**src/rtl/mips_mult_seq.sv**
```systemverilog
// mips_mult_seq: multicycle signed/unsigned multiplier with optional accumulate/subtract and start/done handshake
module mips_mult_seq #(
    parameter int WIDTH = 32,
    parameter int CHUNK = 16
) (
    input  logic               clk,
    input  logic               rst_n,
    input  logic               start,
    input  logic               cancel,
    input  logic               signed_op,
    input  logic               acc_en,
    input  logic               acc_sub,
    input  logic [WIDTH-1:0]   a,
    input  logic [WIDTH-1:0]   b,
    input  logic [2*WIDTH-1:0] acc_in,
    output logic               busy,
    output logic               done,
    output logic [2*WIDTH-1:0] product
);
    localparam int N  = WIDTH / CHUNK;
    localparam int CW = (N > 1) ? $clog2(N) : 1;
    localparam int PW = 2 * WIDTH;

    generate
        if (WIDTH % CHUNK != 0) begin : g_bad_chunk
            $error("WIDTH must be a multiple of CHUNK");
        end
    endgenerate

    typedef enum logic [1:0] {IDLE, CALC, FIN} state_t;

    state_t            state_q, state_d;
    logic [WIDTH-1:0]  a_q, a_d, b_q, b_d;
    logic              sign_q, sign_d, acc_en_q, acc_en_d, acc_sub_q, acc_sub_d, done_q, done_d;
    logic [PW-1:0]     acc_q, acc_d, sum_q, sum_d, product_q, product_d;
    logic [CW-1:0]     cnt_q, cnt_d;
    logic [CHUNK-1:0]  slice;
    logic [PW-1:0]     pp, p;

    // Next-state: latch magnitudes on start, add one shifted partial product per CALC cycle, resolve sign and accumulate in FIN
    always_comb begin
        state_d   = state_q;
        a_d       = a_q;
        b_d       = b_q;
        sign_d    = sign_q;
        acc_en_d  = acc_en_q;
        acc_sub_d = acc_sub_q;
        acc_d     = acc_q;
        sum_d     = sum_q;
        cnt_d     = cnt_q;
        product_d = product_q;
        done_d    = 1'b0;
        slice     = CHUNK'(a_q >> (int'(cnt_q) * CHUNK));
        pp        = (PW'(slice) * PW'(b_q)) << (int'(cnt_q) * CHUNK);
        p         = sign_q ? ~sum_q + PW'(1) : sum_q;
        unique case (state_q)
            IDLE: if (start) begin
                a_d       = (signed_op && a[WIDTH-1]) ? -a : a;
                b_d       = (signed_op && b[WIDTH-1]) ? -b : b;
                sign_d    = signed_op & (a[WIDTH-1] ^ b[WIDTH-1]);
                acc_en_d  = acc_en;
                acc_sub_d = acc_sub;
                acc_d     = acc_in;
                sum_d     = '0;
                cnt_d     = '0;
                state_d   = CALC;
            end
            CALC: if (cancel) begin
                state_d = IDLE;
            end else begin
                sum_d   = sum_q + pp;
                cnt_d   = cnt_q + CW'(1);
                state_d = (cnt_q == CW'(N - 1)) ? FIN : CALC;
            end
            FIN: begin
                state_d = IDLE;
                if (!cancel) begin
                    product_d = acc_en_q ? (acc_sub_q ? acc_q - p : acc_q + p) : p;
                    done_d    = 1'b1;
                end
            end
            default: state_d = IDLE;
        endcase
    end

    // State and datapath registers, cleared asynchronously
    always_ff @(posedge clk or negedge rst_n) begin
        if (!rst_n) begin
            state_q   <= IDLE;
            a_q       <= '0;
            b_q       <= '0;
            sign_q    <= 1'b0;
            acc_en_q  <= 1'b0;
            acc_sub_q <= 1'b0;
            acc_q     <= '0;
            sum_q     <= '0;
            cnt_q     <= '0;
            product_q <= '0;
            done_q    <= 1'b0;
        end else begin
            state_q   <= state_d;
            a_q       <= a_d;
            b_q       <= b_d;
            sign_q    <= sign_d;
            acc_en_q  <= acc_en_d;
            acc_sub_q <= acc_sub_d;
            acc_q     <= acc_d;
            sum_q     <= sum_d;
            cnt_q     <= cnt_d;
            product_q <= product_d;
            done_q    <= done_d;
        end
    end

    assign busy    = (state_q != IDLE);
    assign done    = done_q;
    assign product = product_q;
endmodule
```
**config.mk**
```make
export PLATFORM = sky130hd
export DESIGN_NAME = mips_mult_seq
export DESIGN_NICKNAME = d
export VERILOG_FILES = /design/src/rtl/mips_mult_seq.sv
export SDC_FILE = /design/constraint.sdc
export NUM_CORES = 2
export LEC_CHECK = 0
export ABC_CLOCK_PERIOD_IN_PS = 10900
export CORE_UTILIZATION = 50
export CTS_BUF_LIST = sky130_fd_sc_hd__clkbuf_4 sky130_fd_sc_hd__clkbuf_8
export DETAILED_ROUTE_END_ITERATION = 7
export GPL_TIMING_DRIVEN = 0
export PLACE_DENSITY_LB_ADDON = 0.1
export SKIP_LAST_GASP = 1
export SYNTH_ARGS = -nofsm -noshare
export SYNTH_HDL_FRONTEND = slang
export SYNTH_SLANG_ARGS = --single-unit
```
**constraint.sdc**
```tcl
create_clock -name clk -period 10.9 [get_ports clk]
set_clock_uncertainty 0.2 [all_clocks]
set_input_delay 1.635 -clock clk [delete_from_list [all_inputs] [get_ports clk]]
set_output_delay 1.635 -clock clk [all_outputs]
set_load 0.1 [all_outputs]
```
== Word-level counts from Yosys, hierarchy flattened ==
Index checks and enable logic that the tools add are counted.

* Flip-flop bits (word level): 263
* Output and inout port bits: 66

* $add $sub $neg: 7
* Bitwise logic cells: 4
* Multiplexer cells: 17
* Multiply operators: 1
* Eq/ne operators: 4
* Shifts and indexed selects: 2
* Reductions and logical operators: 8

{| class="wikitable"
|+ Operators with widths
! operator !! count
|-
| $mux 64 || 5
|-
| $add 64x64->64 || 2
|-
| $pmux 64 s2 || 1
|-
| $add 64x1->64 const B || 1
|-
| $mux 32 || 2
|-
| $neg 32->32 || 2
|-
| $not 64->64 || 1
|-
| $shl 48x5->64 || 1
|-
| $sub 64x64->64 || 1
|-
| $mul 16x32->48 || 1
|-
| $shr 32x5->16 || 1
|-
| $mux 2 || 3
|-
| $mux 1 || 4
|-
| $ne 2x2->1 const B || 2
|-
| $pmux 2 s2 || 1
|-
| $reduce_and 2->1 || 2
|-
| $reduce_bool 2->1 || 2
|-
| $reduce_and 3->1 || 1
|-
| $eq 2x1->1 const B || 1
|-
| $eq 2x2->1 const B || 1
|-
| $logic_and 1x1->1 || 2
|-
| $logic_not 2->1 || 1
|-
| $pmux 1 s2 || 1
|-
| $add 1x1->1 const B || 1
|-
| 3 further kinds || 3
|}

== Logic depth before layout (Yosys ltp) ==
* Depth in word-level cells: 6
* Mapped depth: 45
* Depth with buffers taken out: 41

== Worst setup path before layout ==
Ideal clock, no wire load.

* Path type: register to register
* From: register cnt_q
* To: register sum_q[63]
* Path buffers: 3
* Arrival time: 9.803 ns
* Required time: 10.576 ns
* Stages on the path, launching flop included: 42
* Slack: 0.773 ns
* Path through: dfrtp_1 > clkbuf_1 > clkbuf_1 > mux2_2 > clkbuf_1 > and2_1 > fa_1 > inv_1 > fa_1 > fa_1 > inv_1 > fa_1 > fa_1 > inv_1 > fa_1 > inv_1 > ha_1 > and3_1 > [... 6 more ...] > o21ai_0 > a21oi_1 > xnor2_1 > mux2_2 > ha_1 > a21oi_1 > o21ai_0 > a211o_1 > a21oi_1 > o21ai_0 > a31oi_1 > o21ai_0 > a221o_1 > a31o_2 > a31oi_1 > xnor2_1 > nor3_1 > o21bai_1

* Word-level cells in the longest chain between the ends: 6

{| class="wikitable"
|+ Ends and longest elaborated chain
! item !! line !! text
|-
| start: declaration || 36 || <nowiki>logic [CW-1:0] cnt_q, cnt_d;</nowiki>
|-
| start signal: assignment || 109 || <nowiki>cnt_q <= cnt_d;</nowiki>
|-
| $shr 32x5->16 || 53 || <nowiki>slice = CHUNK'(a_q >> (int'(cnt_q) * CHUNK));</nowiki>
|-
| $mul 16x32->48 || 54 || <nowiki>pp = (PW'(slice) * PW'(b_q)) << (int'(cnt_q) * CHUNK);</nowiki>
|-
| $shl 48x5->64 * || 54 ||
|-
| $add 64x64->64 * || 71 || <nowiki>sum_d = sum_q + pp;</nowiki>
|-
| $mux 64 * || 68 || <nowiki>CALC: if (cancel) begin</nowiki>
|-
| $pmux 64 s2 * || 56 || <nowiki>unique case (state_q)</nowiki>
|-
| end signal: assignment || 108 || <nowiki>sum_q <= sum_d;</nowiki>
|-
| end: declaration || 35 || <nowiki>logic [PW-1:0] acc_q, acc_d, sum_q, sum_d, product_q, product_d;</nowiki>
|}

Every way passes the cells marked *; elsewhere a longest branch is shown, timed or not. The select of a mux whose other input is x is not followed.
A chain may end at the register's enable or synchronous reset.

== Worst setup path after layout ==
Same ends and word-level chain as after synthesis.

==> key figures <==
Setup path
  • Critical Path End Type: flop
  • Worst Path Arrival: 11030 ps
  • Slowest stage delay, CP: about 550 ps
  • CP max-delay cell: fa_1
  • CP required: ~11000 ps
  • R2r startpoint: cnt_q
  • Element type at the critical path start: flop
  • WS Path Type: reg -> reg
  • Critical Path Most Common Cell: fa_1
  • Crit. Startpoint: cnt_q
  • Peak fanout along the critical path: 10

Synthesis
  • Synth Net Count: about 5.5k
  • Avg Cell Area, Syn: slightly above 8 um^2
  • Netlist cell types: 89
  • Number of synthesized flops with an enable pin: 0
  • Synth Instances: ~4.7k
  • Yosys warns: 0
  • Seq/Total Area, Yosys: approximately 17%
  • Primary FF master, synth: dfrtp_1
  • Async SR Flop Fraction: 100%
  • #FFs+latches synth: ~260
  • Synthesized area: between 30000 and 40000 um^2

STA
  • Pin slew with the least headroom to its limit: ~1500 ps
  • RSZ-0062 raised after global routing: true
  • Final setup margin: between 300 and 400 ps
  • Fmax: between 90 and 100 MHz
  • Final Max Tran Viols: 0
  • # setup viols final: 0
  • Slew Limit Headroom: 1.88%
  • Setup TNS: 0 ps
  • Fin crit share: between 90 and 100%
  • Post-layout min period: 10600 ps
  • Hold_ws: around 270 ps
  • Fin. Hold Viols: 0

Route
  • Vias/cell: approximately 5.7
  • Vias: about 34k
  • Drt total wl: about 130000 um
  • Antenna viol nets, final: 0
  • Remaining DRCs: 0
  • DRT iter0 DRCs: 2393
  • WL/cell: about 22 um
  • Drt first pass iters: 6

Floorplanning
  • I/O Pins: roughly 200
  • Die width: approximately 280 um
  • Core area: between 70000 and 80000 um^2
  • Die H: 278 um
  • Starting Density: approximately 50%
  • Die area: 77400 um^2
  • Row count: 100

Global route
  • Global route overflow: 0
  • Vias in the first global route: ~34k
  • Initial antenna violation count: 12
  • Largest net degree at the start of global routing: 110
  • GRT Overall Usage: between 30% and 40%
  • First-pass GRT wire length: between 200000 and 250000 um

Clocking
  • # clock sinks: 263
  • Max clock buf depth: 3
  • Clk Latency, worst-skew pair: around 700 ps
  • CTS tree: built
  • Root buf cell: clkbuf_8
  • Clk pin slew, worst setup/hold paths: around 70 ps
  • H-tree levels: 2
  • CTS Hold Bufs: 0
  • TritonCTS buffer count: 51

Placement
  • Setup WS pre-CTS: -1510 ps
  • DP HPWL: between 100000 and 150000 um
  • RD Place Congestion: between 0.9 and 1
  • Buffers on Ports: 200

Cells and area
  • Final Net Count: approximately 5.7k
  • Most common cell after layout, fill and taps aside: nand2_1
  • Most frequent cells in the layout: nand2_1 (846), inv_1 (510), fa_1 (420), o21ai_0 (302), dfrtp_1 (262)
  • Share of post-route cells with drive strength above 1: about 5%
  • Final core utilization: about 57%
  • Area Overhead vs Synth: 12.4%

Status
  • Status: finished, final reports clean

Hold path
  • HP Start: product[0]
  • Worst Hold Class: reg -> reg

Flow run
  • Max-Cap Viols: 0
==> critical path, delay by kind of cell, from the launching register on <==
kind | cells | cell delay (ps)
mux | 2 | 630
simple gates | 5 | 990
compound gates | 17 | 3550
flops | 1 | 490
buf+inv | 6 | 580
fa+ha+maj | 8 | 3660
xor+xnor | 2 | 470
==> registers in the layout, summed over array words and instances (netlist names) <==
| signal | cells |
|---|---|
| a_q | 32 |
| acc_en_q | 1 |
| acc_q | 64 |
| acc_sub_q | 1 |
| b_q | 32 |
| cnt_q | 1 |
| done | 1 |
| product | 64 |
| sign_q | 1 |
| state_q | 2 |
| sum_q | 64 |
==> what timing repair did <==
action,4_1_cts,5_1_grt
resized for setup,55,69
pin swaps,3,9
setup endpoints to repair,25,17
setup buffers,2,4
cloned,0,1
==> routing by layer <==
metal | vias up | global-route usage (%) | part of all wire, %
met5 | - | 0 | 0.025
li1 | 15900 | - | -
met1 | 16500 | 42.7 | 40
met4 | 6 | 18.9 | 6.0
met3 | 329 | 4.35 | 6.1
met2 | 1326 | 58.8 | 48
==> Yosys cell counts, drive strengths merged (23+ instances only) <==
cell type | instances | share of area, %
xnor2 | 156 | 3.6
or3 | 23 | 0.38
and3 | 25 | 0.41
and2 | 255 | 4.2
clkbuf | 210 | 2.1
nand3 | 59 | 0.77
o21ai | 311 | 4.1
o21bai | 26 | 0.51
ha | 255 | 8.4
nor2 | 205 | 2.0
nand4 | 42 | 0.71
nor4 | 29 | 0.56
mux2 | 25 | 0.74
o31ai | 30 | 0.59
nand2b | 25 | 0.41
xor2 | 185 | 4.2
nor3 | 36 | 0.47
nand2 | 846 | 8.3
inv | 510 | 5.0
a31oi | 46 | 0.75
o41ai | 25 | 0.76
a21o | 104 | 2.0
nor2b | 33 | 0.54
dfrtp | 263 | 17
fa | 420 | 22
buf | 30 | 0.38
a21oi | 261 | 3.4
==> final cells by class <==
cell class / instances / area [um^2]
Fill cell: 7122 / 32100
Clock inverter: 14 / 148
Sequential cell: 263 / 6580
Multi-Input combinational cell: 3657 / 28900
Inverter: 511 / 1920
Buffer: 235 / 1020
Tap cell: 969 / 1210
Timing Repair Buffer: 209 / 2130
Clock buffer: 76 / 952
Antenna cell: 7 / 17.5
==> logic make-up (layout without fill, tap and decap cells) <==
group	after synthesis	in the layout	synth area share, %
mux	42	42	1.18
other cells	0	7	0
buf+inv	751	1045	7.48
compound gates	955	955	15.6
fa+ha+maj	675	675	30.4
flops	263	263	17.3
simple gates	1644	1644	20.3
xor+xnor	341	341	7.83
==> final timing paths <==
path	end	slack, ps	depth (start not counted)
min in group asynchronous	product[15]	640	1
worst max-delay path	sum_q[63]	300	40
worst max register to register	sum_q[63]	300	40
worst min register to register	product[0]	270	2
worst min-delay path	product[0]	270	2
max in group asynchronous	b_q[9]	8870	2
==> through the flow <==
step | std cells | cell area (um^2)
after CTS | 5933 | 42700
after floorplan | 4671 | 38100
final | 5941 | 42900
after global routing | 5940 | 42900
after detailed placement | 5842 | 41400
after global placement | 5840 | 41400
Power is left out: the tool's default activity adds up to more than one toggle a clock period on the data nets, which glitch-free logic cannot reach.
